## src/rtl/stream_mux_rr.sv

```systemverilog
// CH-to-1 stream multiplexer with a single registered output beat.
// Arbitration is round-robin or fixed-priority, with a per-channel force override.
module stream_mux_rr #(
  parameter int N  = 32,
  parameter int CH = 4,
  parameter int RR = 1,
  localparam int SELW = (CH > 1) ? $clog2(CH) : 1
) (
  input  logic              clk,
  input  logic              reset,
  input  logic [CH-1:0]     in_valid,
  input  logic [CH*N-1:0]   in_data,
  output logic [CH-1:0]     in_ready,
  input  logic              force_en,
  input  logic [SELW-1:0]   force_sel,
  output logic              out_valid,
  output logic [N-1:0]      out_data,
  output logic [SELW-1:0]   out_ch,
  input  logic              out_ready
);

  // state   | meaning
  // S_EMPTY | output register holds no beat
  // S_FULL  | output register holds a beat waiting for out_ready
  typedef enum logic {S_EMPTY = 1'b0, S_FULL = 1'b1} state_t;

  state_t          state_q, state_d;
  logic [SELW-1:0] ptr_q, ch_q;
  logic [N-1:0]    data_q, cand_data;
  logic [SELW-1:0] cand, hi_sel, lo_sel;
  logic            cand_vld, hi_vld, lo_vld;
  logic            space, load;

  // hi_* is the first requester at or above ptr, lo_* the lowest requester overall;
  // together they give the wrapped round-robin search.
  always_comb begin
    hi_vld   = 1'b0;
    hi_sel   = '0;
    lo_vld   = 1'b0;
    lo_sel   = '0;
    cand_vld = 1'b0;
    cand     = '0;
    for (int i = CH - 1; i >= 0; i--) begin
      if (in_valid[i]) begin
        lo_vld = 1'b1;
        lo_sel = SELW'(i);
        if (RR != 0 && SELW'(i) >= ptr_q) begin
          hi_vld = 1'b1;
          hi_sel = SELW'(i);
        end
      end
    end
    if (force_en) begin
      // out-of-range force_sel matches no channel, so it never grants
      for (int i = 0; i < CH; i++) begin
        if (force_sel == SELW'(i) && in_valid[i]) begin
          cand_vld = 1'b1;
          cand     = SELW'(i);
        end
      end
    end else begin
      cand_vld = lo_vld;
      cand     = hi_vld ? hi_sel : lo_sel;
    end
  end

  always_comb begin
    cand_data = '0;
    for (int i = 0; i < CH; i++) begin
      if (cand == SELW'(i)) cand_data = in_data[i*N +: N];
    end
  end

  assign space = (state_q == S_EMPTY) || out_ready;
  assign load  = cand_vld && space && !reset;

  always_comb begin
    in_ready = '0;
    for (int i = 0; i < CH; i++) begin
      in_ready[i] = load && (cand == SELW'(i));
    end
  end

  always_ff @(posedge clk) begin
    if (reset) state_q <= S_EMPTY;
    else       state_q <= state_d;
  end

  always_comb begin
    state_d = state_q;
    case (state_q)
      S_EMPTY: if (load) state_d = S_FULL;
      S_FULL:  if (!load && out_ready) state_d = S_EMPTY;
      default: state_d = S_EMPTY;
    endcase
  end

  always_comb begin
    out_valid = (state_q == S_FULL);
  end

  always_ff @(posedge clk) begin
    if (reset) begin
      data_q <= '0;
      ch_q   <= '0;
      ptr_q  <= '0;
    end else if (load) begin
      data_q <= cand_data;
      ch_q   <= cand;
      if (RR != 0) ptr_q <= (cand == SELW'(CH - 1)) ? '0 : cand + SELW'(1);
    end
  end

  assign out_data = data_q;
  assign out_ch   = ch_q;

endmodule
```

## config.mk

```make
export PLATFORM = sky130hd
export DESIGN_NAME = stream_mux_rr
export DESIGN_NICKNAME = d
export VERILOG_FILES = /design/src/rtl/stream_mux_rr.sv
export SDC_FILE = /design/constraint.sdc
export NUM_CORES = 1
export LEC_CHECK = 0
export BUFFER_PORTS_ARGS = -buffer_cell sky130_fd_sc_hd__buf_4
export CAP_MARGIN = 20
export CORE_MARGIN = 2
export CORE_UTILIZATION = 35
export CTS_BUF_LIST = sky130_fd_sc_hd__clkbuf_2
export CTS_CLUSTER_DIAMETER = 40
export CTS_CLUSTER_SIZE = 14
export DETAILED_ROUTE_END_ITERATION = 7
export GPL_TIMING_DRIVEN = 1
export PLACE_DENSITY = 0.8
export SETUP_SLACK_MARGIN = 0.4
export SLEW_MARGIN = 10
export SYNTH_ARGS = -nofsm -noshare
export SYNTH_HDL_FRONTEND = slang
export SYNTH_SLANG_ARGS = --single-unit
```

## constraint.sdc

```tcl
create_clock -name clk -period 2.7 [get_ports clk]
set_clock_uncertainty 0.2 [all_clocks]
set_input_delay 0 -clock clk [delete_from_list [all_inputs] [get_ports clk]]
set_output_delay 0 -clock clk [all_outputs]
set_load 0.005 [all_outputs]
```

==> metrics, run 1 <==
status did not finish; terminating stage of the flow clock tree synthesis; first error [ERROR RSZ-0060] Max buffer count reached.; count of placed standard cells including taps 580; count of hold buffers inserted by post-cts repair 122; standard-cell row count 32; Avg Inst Size Synth 8.915 um^2; Synthesized Nets 462; detailed placer's ending HPWL 7159 um; synthesized-area fraction occupied by adder cells 0.01754; H-Tree Depth 2; synthesized instance count 320; Cell variety after synth 38; compound-gate portion of the synthesized area 0.4860; proportion of synthesized chip area in sequential cells 0.2596; initial core utilization 0.3654; post-synthesis simple-gate area fraction 0.1482; height of the die 94.28 um; maximum buffer depth of the clock tree 2; setup bufs post-CTS 13; # resized after CTS 40; cell at the root of the clock tree sky130_fd_sc_hd__clkbuf_2; Post-Synthesis Cell Area 2853 um^2; largest family of logic cells by synthesized area compound AO/OA/AOI/OAI gates; Num CTS Buffers 5; share of cell area taken by muxes after synthesis 0.007895; flip-flop and latch count after synthesis 37; area share of xor/xnor cells in the synthesized design 0; Buffers on Ports 176; width of the die 94.28 um; count of synthesis-stage warnings from yosys 0; RePlAce Congestion 0.9090; I/O pin count 177; CTS Sinks 37
## per-stage QoR
step / hold slack, ps / util / worst slack (ps) / instance area, um^2
3_5_place_dp: 156.4 / 0.5638 / -274.9 / 4402
2_1_floorplan: 10.18 / - / 163.1 / 3132
3_3_place_gp: 141.2 / 0.5638 / -157.6 / 4402
## cell usage after synthesis, drive strengths merged
master	instances	area share
a21oi	39	0.11
dfxtp	37	0.26
a211oi	35	0.15
nand2	35	0.046
nor2	35	0.050
o31a	32	0.098
a221oi	31	0.095
buf	20	0.054
clkbuf	16	0.021
nor2b	6	0.014
ha	4	0.018
inv	4	0.0053
and3	3	0.0066
nand3	3	0.0053
a311oi	2	0.0061
mux2	2	0.0079
nand2b	2	0.0044
nor3	2	0.0053
or4b	2	0.0097
a211o	1	0.0031
a31o	1	0.0031
a41oi	1	0.0057
and2	1	0.0022
nand3b	1	0.0026
o211ai	1	0.0026
o21ai	1	0.0018
o22a	1	0.0035
o22ai	1	0.0044
or2b	1	0.0026
## logic make-up after synthesis
kind of cell | count (synthesis)
DFF | 37
muxes | 2
and+or+nand+nor | 91
AOI/OAI and AO/OA | 146
buffers and inverters | 40
adders and majority gates | 4
==> inputs of run 2 (changes only) <==
Settings changed: CORE_UTILIZATION 35 to 20, CTS_BUF_LIST sky130_fd_sc_hd__clkbuf_2 to not set, CTS_CLUSTER_DIAMETER 40 to not set, CTS_CLUSTER_SIZE 14 to not set, PLACE_DENSITY 0.8 to not set, PLACE_DENSITY_LB_ADDON set to 0.15, SETUP_SLACK_MARGIN 0.4 to not set.
Clock period 2.7 ns to 3.5 ns, I/O delays scaled along.
==> metrics, run 2 <==
status finished, final reports clean; share of flip-flops with an asynchronous set or reset 0; iteration-0 DRC count of the detailed router 92; Avg Inst Size Synth 8.915 um^2; worst setup path startpoint ptr_q[0]$_SDFFE_PP0N_; most used flip-flop cell after synthesis sky130_fd_sc_hd__dfxtp_1; proportion of synthesized chip area in sequential cells 0.2596; Num CTS Buffers 5; Remaining Overflow, GRT 0; CP peak stage delay 470 ps; power consumption 1.704 mW; TritonCTS clock tree built; count of hold buffers inserted by post-cts repair 64; Largest register FFs 32; maximum operating frequency 0.3238 GHz; I/O pin count 177; Cell variety after synth 38; initial core utilization 0.2055; synthesized instance count 320; clock insertion delay at the later pin of the skew report 280 ps; share of the clock period used by the worst path after layout 0.8823; number of max-cap violations 0; antenna-violating nets left 0; worst path arrival time 3020 ps; Max stage delay cell, worst path sky130_fd_sc_hd__or4b_4; proportion of netlist area held by the largest area contributor 0.2596; Buffers on Ports 176; number of antenna cells inserted 0; count leader, synth sky130_fd_sc_hd__dfxtp_1; final-report setup violation count 0; cell at the root of the clock tree sky130_fd_sc_hd__clkbuf_16; largest cells by area after synthesis sky130_fd_sc_hd__dfxtp_1, sky130_fd_sc_hd__a211oi_2, sky130_fd_sc_hd__o31a_1; setup bufs post-CTS 0; average wire length per cell after detail routing 16.62 um; flip-flop and latch count after synthesis 37; fraction of final layout cells sized beyond drive strength 1 0.4963; power per cell area 336.5 nW/um^2; cell count along the critical path 10; placeable core region 13880 um^2; normalized max-slew margin 0.4311; CP Buf/Inv Count 1; DRC errors left 0; Post-Synthesis Cell Area 2853 um^2; switching share of power 0.3265; internal power 1.148 mW; endpoints failing hold 0; worst-case register-to-register setup slack 410 ps; standard-cell row count 43; worst reg2reg path endpoint out_data[31]$_SDFFE_PP0N_; cell-by-cell trace of the critical path nand2b_1 > or4b_4 > a41oi_2 > nand2_1 > ha_1 > nor2b_2 > buf_4 > a221oi_1 > o31a_1 > a211oi_2; origin of the critical flop-to-flop path ptr_q[0]$_SDFFE_PP0N_; # resized after CTS 0; maximum buffer depth of the clock tree 2; global-route wire length before repair 17950 um; setup repair after global routing missed its margin false; aggregate global-route resource usage 0.1510; kind of end point of the critical path register; Vias/cell 4.716; count of synthesis-stage warnings from yosys 0; type of element launching the critical path register; depth of the worst register-to-register path 10; max-slew violations 0; clock power share 0.267; P_leak 2.047 nW; final sum of negative setup slack 0 ps; vias after detailed routing 3405; CTS Sinks 37; die footprint 15240 um^2; type of the worst setup path reg2reg; highest net fanout along the worst path 20; required time of the critical path 3430 ps; count of flip-flops with a built-in enable after synthesis 0; top cell types by occurrence after synthesis sky130_fd_sc_hd__dfxtp_1, sky130_fd_sc_hd__nand2_1, sky130_fd_sc_hd__a211oi_2, sky130_fd_sc_hd__nor2_1, sky130_fd_sc_hd__o31a_1; detailed placer's ending HPWL 8448 um; count of nets after finishing 684; height of the die 123.4 um; antenna violations before repair 0; commonest cells after routing, fill and taps aside sky130_fd_sc_hd__buf_4, sky130_fd_sc_hd__dlygate4sd3_1, sky130_fd_sc_hd__dfxtp_1, sky130_fd_sc_hd__nand2_1; transition time of the tightest slew-check pin 850.7 ps; cell family contributing the most delay on the critical path simple AND/OR/NAND/NOR gates; Fillers 1447; clock edge transition at the registers on the reported setup and hold paths 60 ps; width of the die 123.4 um; Max IR drop VDD 0.0001788 V; Hold/Removal Path Class in2reg; fraction of power consumed by sequential logic 0.294; leading cell type in the layout, fill and taps excluded sky130_fd_sc_hd__buf_4; RePlAce Congestion 0.8422; endpoint of the worst setup timing path out_data[31]$_SDFFE_PP0N_; Synthesized Nets 462; combinational fraction of design power 0.438; number of global-route vias before repair 3543; H-Tree Depth 2; number of detailed-route iterations in the first pass 4; largest net degree at the start of global routing 40; Post-Route WL 12000 um; area grow syn2layout 77.54%; Sw Pwr 0.5564 mW; cell taking the most area after synthesis sky130_fd_sc_hd__dfxtp_1; minimum period implied by the final worst setup slack 3088 ps
==> run 2: cell families (layout without fill, tap and decap cells) <==
logic type	after synthesis	after routing	synth area share
compound gates	146	146	0.4860
simple gates	91	91	0.1483
buf+inv	40	262	0.08070
flops	37	37	0.2596
fa+ha+maj	4	4	0.01754
mux	2	2	0.007894
==> run 2: power groups by stage <==
| stage | registers (mW) | clock network (mW) | logic, mW |
|---|---|---|---|
| global placement | 0.510 | 0 | 0.687 |
| CTS | 0.502 | 0.471 | 0.755 |
| global route | 0.507 | 0.485 | 0.816 |
| finish | 0.502 | 0.456 | 0.747 |
| floorplan | 0.511 | 0 | 0.407 |
| detailed placement | 0.511 | 0 | 0.694 |
==> run 2: worst min-delay path by stage <==
stage                       from                        end  slack (ps)  cells past startpoint
CTS                 force_sel[0]      ptr_q[0]$_SDFFE_PP0N_          20                      4
floorplan                  reset                in_ready[2]          10                      2
global placement    in_data[126]  out_data[30]$_SDFFE_PP0N_         170                      3
finish                     reset       out_valid$_SDFF_PP0_          20                      2
detailed placement     out_ready       out_valid$_SDFF_PP0_         170                      4
global route               reset       out_valid$_SDFF_PP0_          40                      2
==> run 2: metal layers <==
| metal | vias to the layer above | track usage | part of all wire |
|---|---|---|---|
| li1 | 1675 | - | - |
| met1 | 1616 | 0.1855 | 0.44 |
| met2 | 101 | 0.2679 | 0.50 |
| met3 | 13 | 0.02675 | 0.052 |
| met4 | 0 | 0.04332 | 0.016 |
| met5 | - | 0 | 0 |
==> run 2: layout make-up <==
type	count	area, um^2	area share
well taps	180	225.2	0.04447
clock buffers	7	142.6	0.02816
repair buffers	251	2057	0.4061
inverters	4	15.01	0.002964
flip-flops and latches	37	740.7	0.1462
multi-input cells	243	1884	0.3720
==> run 2: per-stage QoR <==
| stage | hold WS [ps] | std cells | util | area [um^2] | setup WS, ps |
|---|---|---|---|---|---|
| final | 17.83 | 722 | 0.3649 | 5065 | 411.9 |
| after global routing | 43.71 | 722 | 0.3649 | 5065 | 193.8 |
| after CTS | 18.25 | 722 | 0.3649 | 5065 | 410.2 |
| after detailed placement | 171.9 | 651 | 0.3085 | 4282 | 440.9 |
| after global placement | 173.9 | 651 | 0.3085 | 4282 | 532.8 |
| after floorplan | 10.18 | 320 | - | 2853 | 785.6 |
==> run 2: worst reg2reg max path: stages (launching register included) <==
cell                       delay, ps
sky130_fd_sc_hd__dfxtp_1         350
sky130_fd_sc_hd__nand2b_1        130
sky130_fd_sc_hd__or4b_4          470
sky130_fd_sc_hd__a41oi_2         270
sky130_fd_sc_hd__nand2_1         120
sky130_fd_sc_hd__ha_1            250
sky130_fd_sc_hd__nor2b_2         260
sky130_fd_sc_hd__buf_4           250
sky130_fd_sc_hd__a221oi_1        380
sky130_fd_sc_hd__o31a_1          180
sky130_fd_sc_hd__a211oi_2         60
Power figures use the tool's default switching activity.
==> inputs of run 3 (changes only) <==
Settings changed: RECOVER_POWER set to 50.
==> metrics, run 3 (synthesized netlist as in run 2, its figures left out) <==
status finished, final reports clean; detailed placer's ending HPWL 8448 um; combinational fraction of design power 0.432; final-report setup violation count 0; kind of end point of the critical path register; CTS Sinks 37; Hold/Removal Path Class in2reg; height of the die 123.4 um; fraction of power consumed by sequential logic 0.297; internal power 1.129 mW; antenna violations before repair 0; Post-Route WL 12040 um; total area of sequential cells 740.7 um^2; iteration-0 DRC count of the detailed router 93; transition time of the tightest slew-check pin 1344 ps; count of nets after finishing 684; switching share of power 0.3292; Vias/cell 4.729; Num CTS Buffers 5; power per cell area 337.3 nW/um^2; Fillers 1466; clock edge transition at the registers on the reported setup and hold paths 60 ps; number of antenna cells inserted 0; RePlAce Congestion 0.8422; Largest register FFs 32; type of the worst setup path reg2reg; clock insertion delay at the later pin of the skew report 280 ps; normalized max-slew margin 0.1022; max-slew violations 0; aggregate global-route resource usage 0.1510; setup repair after global routing missed its margin false; multi-input logic area 1872 um^2; global-route wire length before repair 17950 um; minimum period implied by the final worst setup slack 3098 ps; # resized after CTS 0; Buffers on Ports 176; leading cell type in the layout, fill and taps excluded sky130_fd_sc_hd__buf_4; Remaining Overflow, GRT 0; initial core utilization 0.2055; commonest cells after routing, fill and taps aside sky130_fd_sc_hd__buf_4, sky130_fd_sc_hd__dlygate4sd3_1, sky130_fd_sc_hd__dfxtp_1, sky130_fd_sc_hd__nand2_1; worst path arrival time 3100 ps; area grow syn2layout 75.00%; largest net degree at the start of global routing 40; number of global-route vias before repair 3543; share of the clock period used by the worst path after layout 0.8852; average wire length per cell after detail routing 16.67 um; Max IR drop VDD 0.0001780 V; antenna-violating nets left 0; I/O pin count 177; final sum of negative setup slack 0 ps; vias after detailed routing 3414; type of element launching the critical path register; clock power share 0.271; fraction of final layout cells sized beyond drive strength 1 0.4649; H-Tree Depth 2; maximum buffer depth of the clock tree 2; P_leak 1.972 nW; number of max-cap violations 0; standard-cell row count 43; width of the die 123.4 um; highest net fanout along the worst path 20; maximum operating frequency 0.3228 GHz; required time of the critical path 3500 ps; Setup WS pre-CTS 440.9 ps; DRC errors left 0; TritonCTS clock tree built; Sw Pwr 0.5543 mW; die footprint 15240 um^2; final worst setup slack 401.8 ps; number of detailed-route iterations in the first pass 4; placeable core region 13880 um^2; endpoints failing hold 0; cell at the root of the clock tree sky130_fd_sc_hd__clkbuf_16
run 3: critical path, cell delays in order, from the launching register on:
cell and delay, ps:
sky130_fd_sc_hd__dfxtp_1 350, sky130_fd_sc_hd__nand2b_1 130, sky130_fd_sc_hd__or4b_4 470, sky130_fd_sc_hd__a41oi_2 270, sky130_fd_sc_hd__nand2_1 120, sky130_fd_sc_hd__ha_1 430, sky130_fd_sc_hd__inv_1 150, sky130_fd_sc_hd__buf_4 270
sky130_fd_sc_hd__nor2_1 100, sky130_fd_sc_hd__o31a_1 300, sky130_fd_sc_hd__a211oi_2 200
run 3: metal layers:
layer	share of wire	vias to the layer above	track usage
met5	0	-	0
met4	0.017	0	0.04332
met3	0.053	15	0.02675
met2	0.49	121	0.2679
met1	0.44	1606	0.1855
li1	-	1672	-
run 3: area by class of cell:
cell class              count  area share
clock buffers               7     0.02857
inverters                   4    0.003008
multi-input cells         243      0.3749
flip-flops and latches     37      0.1484
well taps                 180     0.04511
repair buffers            251      0.4000
run 3: path summary, 6_finish.rpt:
path                            slack, ps  depth (start not counted)                   start                   endpoint
worst min-delay path                   10                          2                   reset       out_valid$_SDFF_PP0_
worst min register to register        310                          2  out_ch[1]$_SDFFE_PP0N_     out_ch[1]$_SDFFE_PP0N_
worst max-delay path                  400                         10   ptr_q[0]$_SDFFE_PP0N_  out_data[12]$_SDFFE_PP0N_
worst max register to register        400                         10   ptr_q[0]$_SDFFE_PP0N_  out_data[12]$_SDFFE_PP0N_
run 3: what timing repair did:
action | in CTS | in global routing
setup buffers | 0 | 0
hold buffers | 64 | 0
endpoints found under the hold margin | 33 | 0
run 3: stage by stage:
step	instance area [um^2]	util	cells	hold slack [ps]	total power [mW]
after global routing	4992	0.3597	722	38.88	1.787
after CTS	5065	0.3649	722	18.25	1.728
after floorplan	2853	-	320	10.18	0.9181
after global placement	4282	0.3085	651	173.9	1.197
final	4992	0.3597	722	12.00	1.684
after detailed placement	4282	0.3085	651	171.9	1.205
run 3: power groups by stage:
| stage | Combinational [mW] | Sequential [mW] | Clock [mW] |
|---|---|---|---|
| floorplan | 0.407 | 0.511 | 0 |
| global route | 0.796 | 0.506 | 0.485 |
| detailed placement | 0.694 | 0.511 | 0 |
| CTS | 0.755 | 0.502 | 0.471 |
| finish | 0.728 | 0.500 | 0.456 |
| global placement | 0.687 | 0.510 | 0 |
